File: src/rtl/perf_run_monitor.sv
`default_nettype none
// ============================================================================
// Module   : perf_run_monitor
// Purpose  : Run-control and performance monitor for the rv32_x core.
//            Provides a saturating cycle counter, NUM_EVT saturating event
//            counters, a watchdog that trips TIMEOUT RUN cycles after RUN
//            entry, and end-of-test detection from a store to TOHOST_ADDR.
//            Counters and a status word are read through a one-cycle-latency
//            read port.
// Ports    : clk, rst_n (sync active-low)
//            start_i / stop_i          run control
//            evt_i[NUM_EVT]            event strobes, counted only in RUN
//            st_valid_i/st_addr_i/st_data_i  core store snoop
//            rd_en_i / rd_idx_i        read request (0=cycle, 1..NUM_EVT=evt,
//                                      NUM_EVT+1=status, others read 0)
//            rd_data_o / rd_valid_o    read response, one cycle later
//            running_o/done_o/pass_o/timeout_o  status outputs
//            snap_i                    snapshot strobe (optional build)
// Config   : PERF_RUN_MONITOR_SNAPSHOT_EN adds snap_i and a shadow copy of
//            all counters; counter reads then return the shadow.
// Revision : 1.0  initial release
// ============================================================================
module perf_run_monitor #(
    parameter int          CNT_W       = 32,
    parameter int          NUM_EVT     = 4,
    parameter int          TIMEOUT     = 10000,
    parameter logic [31:0] TOHOST_ADDR = 32'h0000_1000,
    parameter int          IDX_W       = $clog2(NUM_EVT + 2)
) (
    input  logic               clk,
    input  logic               rst_n,
    input  logic               start_i,
    input  logic               stop_i,
    input  logic [NUM_EVT-1:0] evt_i,
    input  logic               st_valid_i,
    input  logic [31:0]        st_addr_i,
    input  logic [31:0]        st_data_i,
`ifdef PERF_RUN_MONITOR_SNAPSHOT_EN
    input  logic               snap_i,
`endif
    input  logic               rd_en_i,
    input  logic [IDX_W-1:0]   rd_idx_i,
    output logic [CNT_W-1:0]   rd_data_o,
    output logic               rd_valid_o,
    output logic               running_o,
    output logic               done_o,
    output logic               pass_o,
    output logic               timeout_o
);

    typedef enum logic [1:0] {
        ST_IDLE = 2'd0,
        ST_RUN  = 2'd1,
        ST_DONE = 2'd2,
        ST_TMO  = 2'd3
    } state_t;

    localparam int              c_num_cnt  = NUM_EVT + 1;  // cycle + events
    localparam logic [CNT_W-1:0] c_cnt_max  = {CNT_W{1'b1}};
    localparam logic [CNT_W-1:0] c_cnt_near = {{(CNT_W-1){1'b1}}, 1'b0};
    localparam logic [CNT_W-1:0] c_tmo_last = CNT_W'(TIMEOUT - 1);
    // A narrow cycle counter may saturate before TIMEOUT-1; the watchdog
    // must then never fire rather than match a truncated limit.
    localparam bit c_tmo_reach = (CNT_W >= 31) ? 1'b1 : ((TIMEOUT - 1) < (2 ** CNT_W));

    if (NUM_EVT < 1 || NUM_EVT > 16) begin : g_chk_num_evt
        $error("perf_run_monitor: NUM_EVT must be in 1..16");
    end
    if (NUM_EVT + 4 > CNT_W) begin : g_chk_status_width
        $error("perf_run_monitor: NUM_EVT+4 must not exceed CNT_W");
    end
    if (TIMEOUT < 2) begin : g_chk_timeout
        $error("perf_run_monitor: TIMEOUT must be >= 2");
    end

    state_t                 r_state;
    state_t                 w_state_nxt;
    logic                   r_pass;
    logic                   w_pass_nxt;
    logic                   w_clear;
    logic                   w_count;
    logic                   w_tohost;
    logic                   w_tmo_hit;
    // Index 0 is the cycle counter, index k+1 is event counter k.
    logic [CNT_W-1:0]       r_cnt [c_num_cnt];
    logic [c_num_cnt-1:0]   r_ovf;
    logic [c_num_cnt-1:0]   w_inc;
    logic [CNT_W-1:0]       w_src [c_num_cnt];
    logic [CNT_W-1:0]       w_status;
    logic [CNT_W-1:0]       w_rd_mux;
    logic [CNT_W-1:0]       r_rd_data;
    logic                   r_rd_valid;

    assign w_inc     = {evt_i, 1'b1};
    assign w_tohost  = st_valid_i && (st_addr_i == TOHOST_ADDR);
    assign w_tmo_hit = c_tmo_reach && (r_cnt[0] == c_tmo_last);

    // Next-state: start_i wins everywhere; in RUN a tohost store beats the
    // watchdog, which beats stop_i. DONE/TMO only leave through start_i.
    always_comb begin
        w_state_nxt = r_state;
        w_pass_nxt  = r_pass;
        w_clear     = 1'b0;
        w_count     = 1'b0;
        if (start_i) begin
            w_state_nxt = ST_RUN;
            w_pass_nxt  = 1'b0;
            w_clear     = 1'b1;
        end else if (r_state == ST_RUN) begin
            w_count = 1'b1;
            if (w_tohost) begin
                w_state_nxt = ST_DONE;
                w_pass_nxt  = (st_data_i == 32'h1);
            end else if (w_tmo_hit) begin
                w_state_nxt = ST_TMO;
            end else if (stop_i) begin
                w_state_nxt = ST_IDLE;
            end
        end
    end

    always_ff @(posedge clk) begin
        if (!rst_n) begin
            r_state <= ST_IDLE;
            r_pass  <= 1'b0;
            r_ovf   <= '0;
            for (int i = 0; i < c_num_cnt; i++) begin
                r_cnt[i] <= '0;
            end
        end else begin
            r_state <= w_state_nxt;
            r_pass  <= w_pass_nxt;
            if (w_clear) begin
                r_ovf <= '0;
                for (int i = 0; i < c_num_cnt; i++) begin
                    r_cnt[i] <= '0;
                end
            end else if (w_count) begin
                for (int i = 0; i < c_num_cnt; i++) begin
                    if (w_inc[i] && (r_cnt[i] != c_cnt_max)) begin
                        r_cnt[i] <= r_cnt[i] + CNT_W'(1);
                        if (r_cnt[i] == c_cnt_near) begin
                            r_ovf[i] <= 1'b1;
                        end
                    end
                end
            end
        end
    end

`ifdef PERF_RUN_MONITOR_SNAPSHOT_EN
    // Shadow survives start_i so a snapshot can be read after a restart.
    logic [CNT_W-1:0] r_shd [c_num_cnt];

    always_ff @(posedge clk) begin
        if (!rst_n) begin
            for (int i = 0; i < c_num_cnt; i++) begin
                r_shd[i] <= '0;
            end
        end else if (snap_i) begin
            for (int i = 0; i < c_num_cnt; i++) begin
                r_shd[i] <= r_cnt[i];
            end
        end
    end

    always_comb begin
        for (int i = 0; i < c_num_cnt; i++) begin
            w_src[i] = r_shd[i];
        end
    end
`else
    always_comb begin
        for (int i = 0; i < c_num_cnt; i++) begin
            w_src[i] = r_cnt[i];
        end
    end
`endif

    always_comb begin
        w_status                    = '0;
        w_status[1:0]               = r_state;
        w_status[2]                 = r_pass;
        w_status[3 +: NUM_EVT + 1]  = r_ovf;
    end

    always_comb begin
        w_rd_mux = '0;
        for (int i = 0; i < c_num_cnt; i++) begin
            if (rd_idx_i == IDX_W'(i)) begin
                w_rd_mux = w_src[i];
            end
        end
        if (rd_idx_i == IDX_W'(NUM_EVT + 1)) begin
            w_rd_mux = w_status;
        end
    end

    always_ff @(posedge clk) begin
        if (!rst_n) begin
            r_rd_data  <= '0;
            r_rd_valid <= 1'b0;
        end else begin
            r_rd_valid <= rd_en_i;
            if (rd_en_i) begin
                r_rd_data <= w_rd_mux;
            end
        end
    end

    assign rd_data_o  = r_rd_data;
    assign rd_valid_o = r_rd_valid;
    assign running_o  = (r_state == ST_RUN);
    assign done_o     = (r_state == ST_DONE);
    assign timeout_o  = (r_state == ST_TMO);
    assign pass_o     = r_pass;

endmodule
`default_nettype wire

File: config.mk
export PLATFORM = sky130hd
export DESIGN_NAME = perf_run_monitor
export DESIGN_NICKNAME = d
export VERILOG_FILES = /design/src/rtl/perf_run_monitor.sv
export SDC_FILE = /design/constraint.sdc
export NUM_CORES = 1
export LEC_CHECK = 0
export ABC_CLOCK_PERIOD_IN_PS = 4500
export CORE_MARGIN = 2
export CORE_UTILIZATION = 40
export CTS_BUF_LIST = sky130_fd_sc_hd__clkbuf_8
export DETAILED_ROUTE_END_ITERATION = 10
export PLACE_DENSITY = 0.64
export SYNTH_ARGS = -nofsm -noshare
export SYNTH_HDL_FRONTEND = slang
export SYNTH_SLANG_ARGS = --single-unit
File: constraint.sdc
create_clock -name clk -period 4.5 [get_ports clk]
set_clock_uncertainty 0.2 [all_clocks]
set_input_delay 0.9 -clock clk [delete_from_list [all_inputs] [get_ports clk]]
set_output_delay 0.9 -clock clk [all_outputs]
set_load 0.02 [all_outputs]
==> metrics <==
Hold Crit Class reg -> reg; Yosys cell types 52; Synth Cell Area 11700 um2; PortBufs 113; clk buf depth 3; register bit total from synthesis 201; total track usage 23.3%; f_max 298 MHz; layout cells sized above 1 9.73%; Hold Path Cell Cnt 2; Post-synth EDFFs 160; worst-skew pair later-pin latency 0.54 ns; Area growth, synth to finish 18.5%; worst slew pin tran 1.12 ns; Worst EP arrival 2.25 ns; initial antenna violation count 1; Worst IR Drop VDD 0.156 mV; TritonCTS buffer count 38; clock tree from TritonCTS yes; Startpoint Class register; Setup WS post-layout 1.15 ns; post-CTS sizing 0; first-pass GRT wire length 55800 um; post-route ant nets 0; final hold viol count 0; post-CTS setup buffers 0; H-tree depth 2; Main synth FF type edfxtp_1; first drt pass iteration count 8; CP delay by family, top buffers and inverters; slowest CP cell clkdlybuf4s50_1; Tcrit/Tclk final 74.5%; Setup TNS Final 0 ns; Crit Path Max Fanout 6; Syn Nets 1237; Die ar. 30700 um2; drt wl/cell 21.6 um; CP Capture Type primary output; placed instance area 13200 um2; routability cong. 0.912; total detailed-routing wirelength 36000 um; largest net degree at the start of global routing 107; DRC violations left 0; vias per inst 5.95; Avg Cell Area, Syn 10.2 um2; remaining global-route overflow 0; Setup Slack @ Placement 1.06 ns; via count 9937; row cnt 62; nets@finish 1344; post-route cell area 13900 um2; Slew HR 24.5%; hold_sp rd_data_o[26]; R2R cell count 9; final worst path period need 3.35 ns; Final Max Tran Viols 0; DP HPWL 25600 um; Root Driver clkbuf_8; clock slew at reported path FFs 0.06 ns; reg2reg start r_cnt[0][96]; worst hold endpoint rd_data_o[26]; fillers 2720; Die W 175 um; Static Leak 4.49 nW; worst hold slack 0.252 ns; cell count after synthesis 1150; status finished, final reports clean; Post-Layout Cell Count 1670; starting density of the core 40.8%; crit path kind reg -> out; CP peak stage delay 0.68 ns; Ys Warns 0; initial drt markers 1254; Reg2Reg Capture Point r_cnt[0][82]; Buf/Inv on CP 2; critical path, cell by cell nand2b_1 > inv_1 > clkdlybuf4s50_1; PwrDens 320 nW/um2; asr flop ratio synth 0%; core area 28800 um2; placed insts 1601; number of global-route vias before repair 9478; final setup vio count 0; die height 175 um; Num Clock Sinks 201; post-cts hold buffer count 0; Worst Path Required 3.40 ns; flop-to-flop setup slack 1.24 ns; sequential area share after synthesis 47.9%; unrepaired setup endpoints after global routing false; # Max-Cap Violations 0; # IOs 114
## metal layers
metal  up-vias  GRT usage, %  wire length [um]
li1       4557             -                 -
met5         -             0                 0
met1      4784          31.8             14800
met2       521          36.5             16300
met3        75          5.65              3890
met4         0          7.60               990
## sequential cells by signal, summed over array words and instances, names as in the netlist
name        cells
rd_valid_o      1
r_cnt         160
r_state         2
r_ovf           5
pass_o          1
rd_data_o      32
## worst max path at each step
stage	from	slack [ns]	end	cells past startpoint
after floorplan	r_cnt[0][136]	0.33	r_cnt[0][128]	6
after global placement	start_i	1.15	r_cnt[0][150]	9
after detailed placement	start_i	1.06	r_cnt[0][25]	9
after CTS	r_state[0]	1.18	running_o	3
after global routing	r_cnt[0][96]	1.02	r_cnt[0][82]	9
final	r_state[0]	1.15	running_o	3
## cells by family (layout without fill, tap and decap cells)
kind of cell               after synthesis  in the layout  synth area share, %
and+or+nand+nor                        392            392                 17.5
AOI/OAI and AO/OA                      272            272                 13.7
DFF                                    201            201                 47.9
xor gates and xnor gates               149            149                 11.1
buffers and inverters                   89            224                 3.45
muxes                                   37             37                 5.25
adders and majority gates               10             10                 1.07
other                                    0              1                    0
## report_power, final
| part | total (mW) | switching [mW] | internal [mW] |
|---|---|---|---|
| sequential | 2.31 | 0.177 | 2.13 |
| clock | 1.63 | 0.797 | 0.835 |
| combinational | 0.506 | 0.275 | 0.232 |
## tightest hold or removal path: stages (launching register included)
cell and delay (ns):
dfxtp_1 0.32, nand2_1 0.04, o21ai_0 0.05
## Yosys cell counts (all sizes together), types with 20 or more instances
master	n	area, um2
a22oi	43	323
nand4	54	338
nor4	27	175
clkbuf	30	116
nor2	68	255
dfxtp	41	821
inv	20	75.1
and3	21	131
xnor2	61	534
edfxtp	160	4800
xor2	88	771
nor3	28	156
nand3	59	300
o21ai	21	105
nand2	88	330
a21oi	166	868
buf	39	214
## placed cells by master (no fill, tap or decap), types with 41 or more instances in the layout
master and instances:
clkdlybuf4s50_1 111, xor2_1 88, edfxtp_1 160, clkbuf_8 41
dfxtp_1 41, nand2_1 88, xnor2_1 61, nand3_1 58
inv_1 41, nand4_1 54, a21oi_1 156, a22oi_1 43
nor2_1 68
## final cells by class
class,count,area [um2],share of cell area (%)
multi-input cells,860,5740,41.2
flip-flops and latches,201,5630,40.4
repair buffers,136,1330,9.56
clock buffers,41,564,4.05
well taps,384,480,3.45
clock inverters,27,108,0.773
inverters,20,75.1,0.539
diodes,1,2.50,0.0180
## metrics by stage
stage | power (mW) | util [%]
after detailed placement | 2.84 | 46.0
after global placement | 2.83 | 46.0
after CTS | 4.47 | 48.4
after global routing | 4.62 | 48.4
after floorplan | 2.58 | -
final | 4.45 | 48.4
Note: power is estimated with default switching activity, not from simulation.
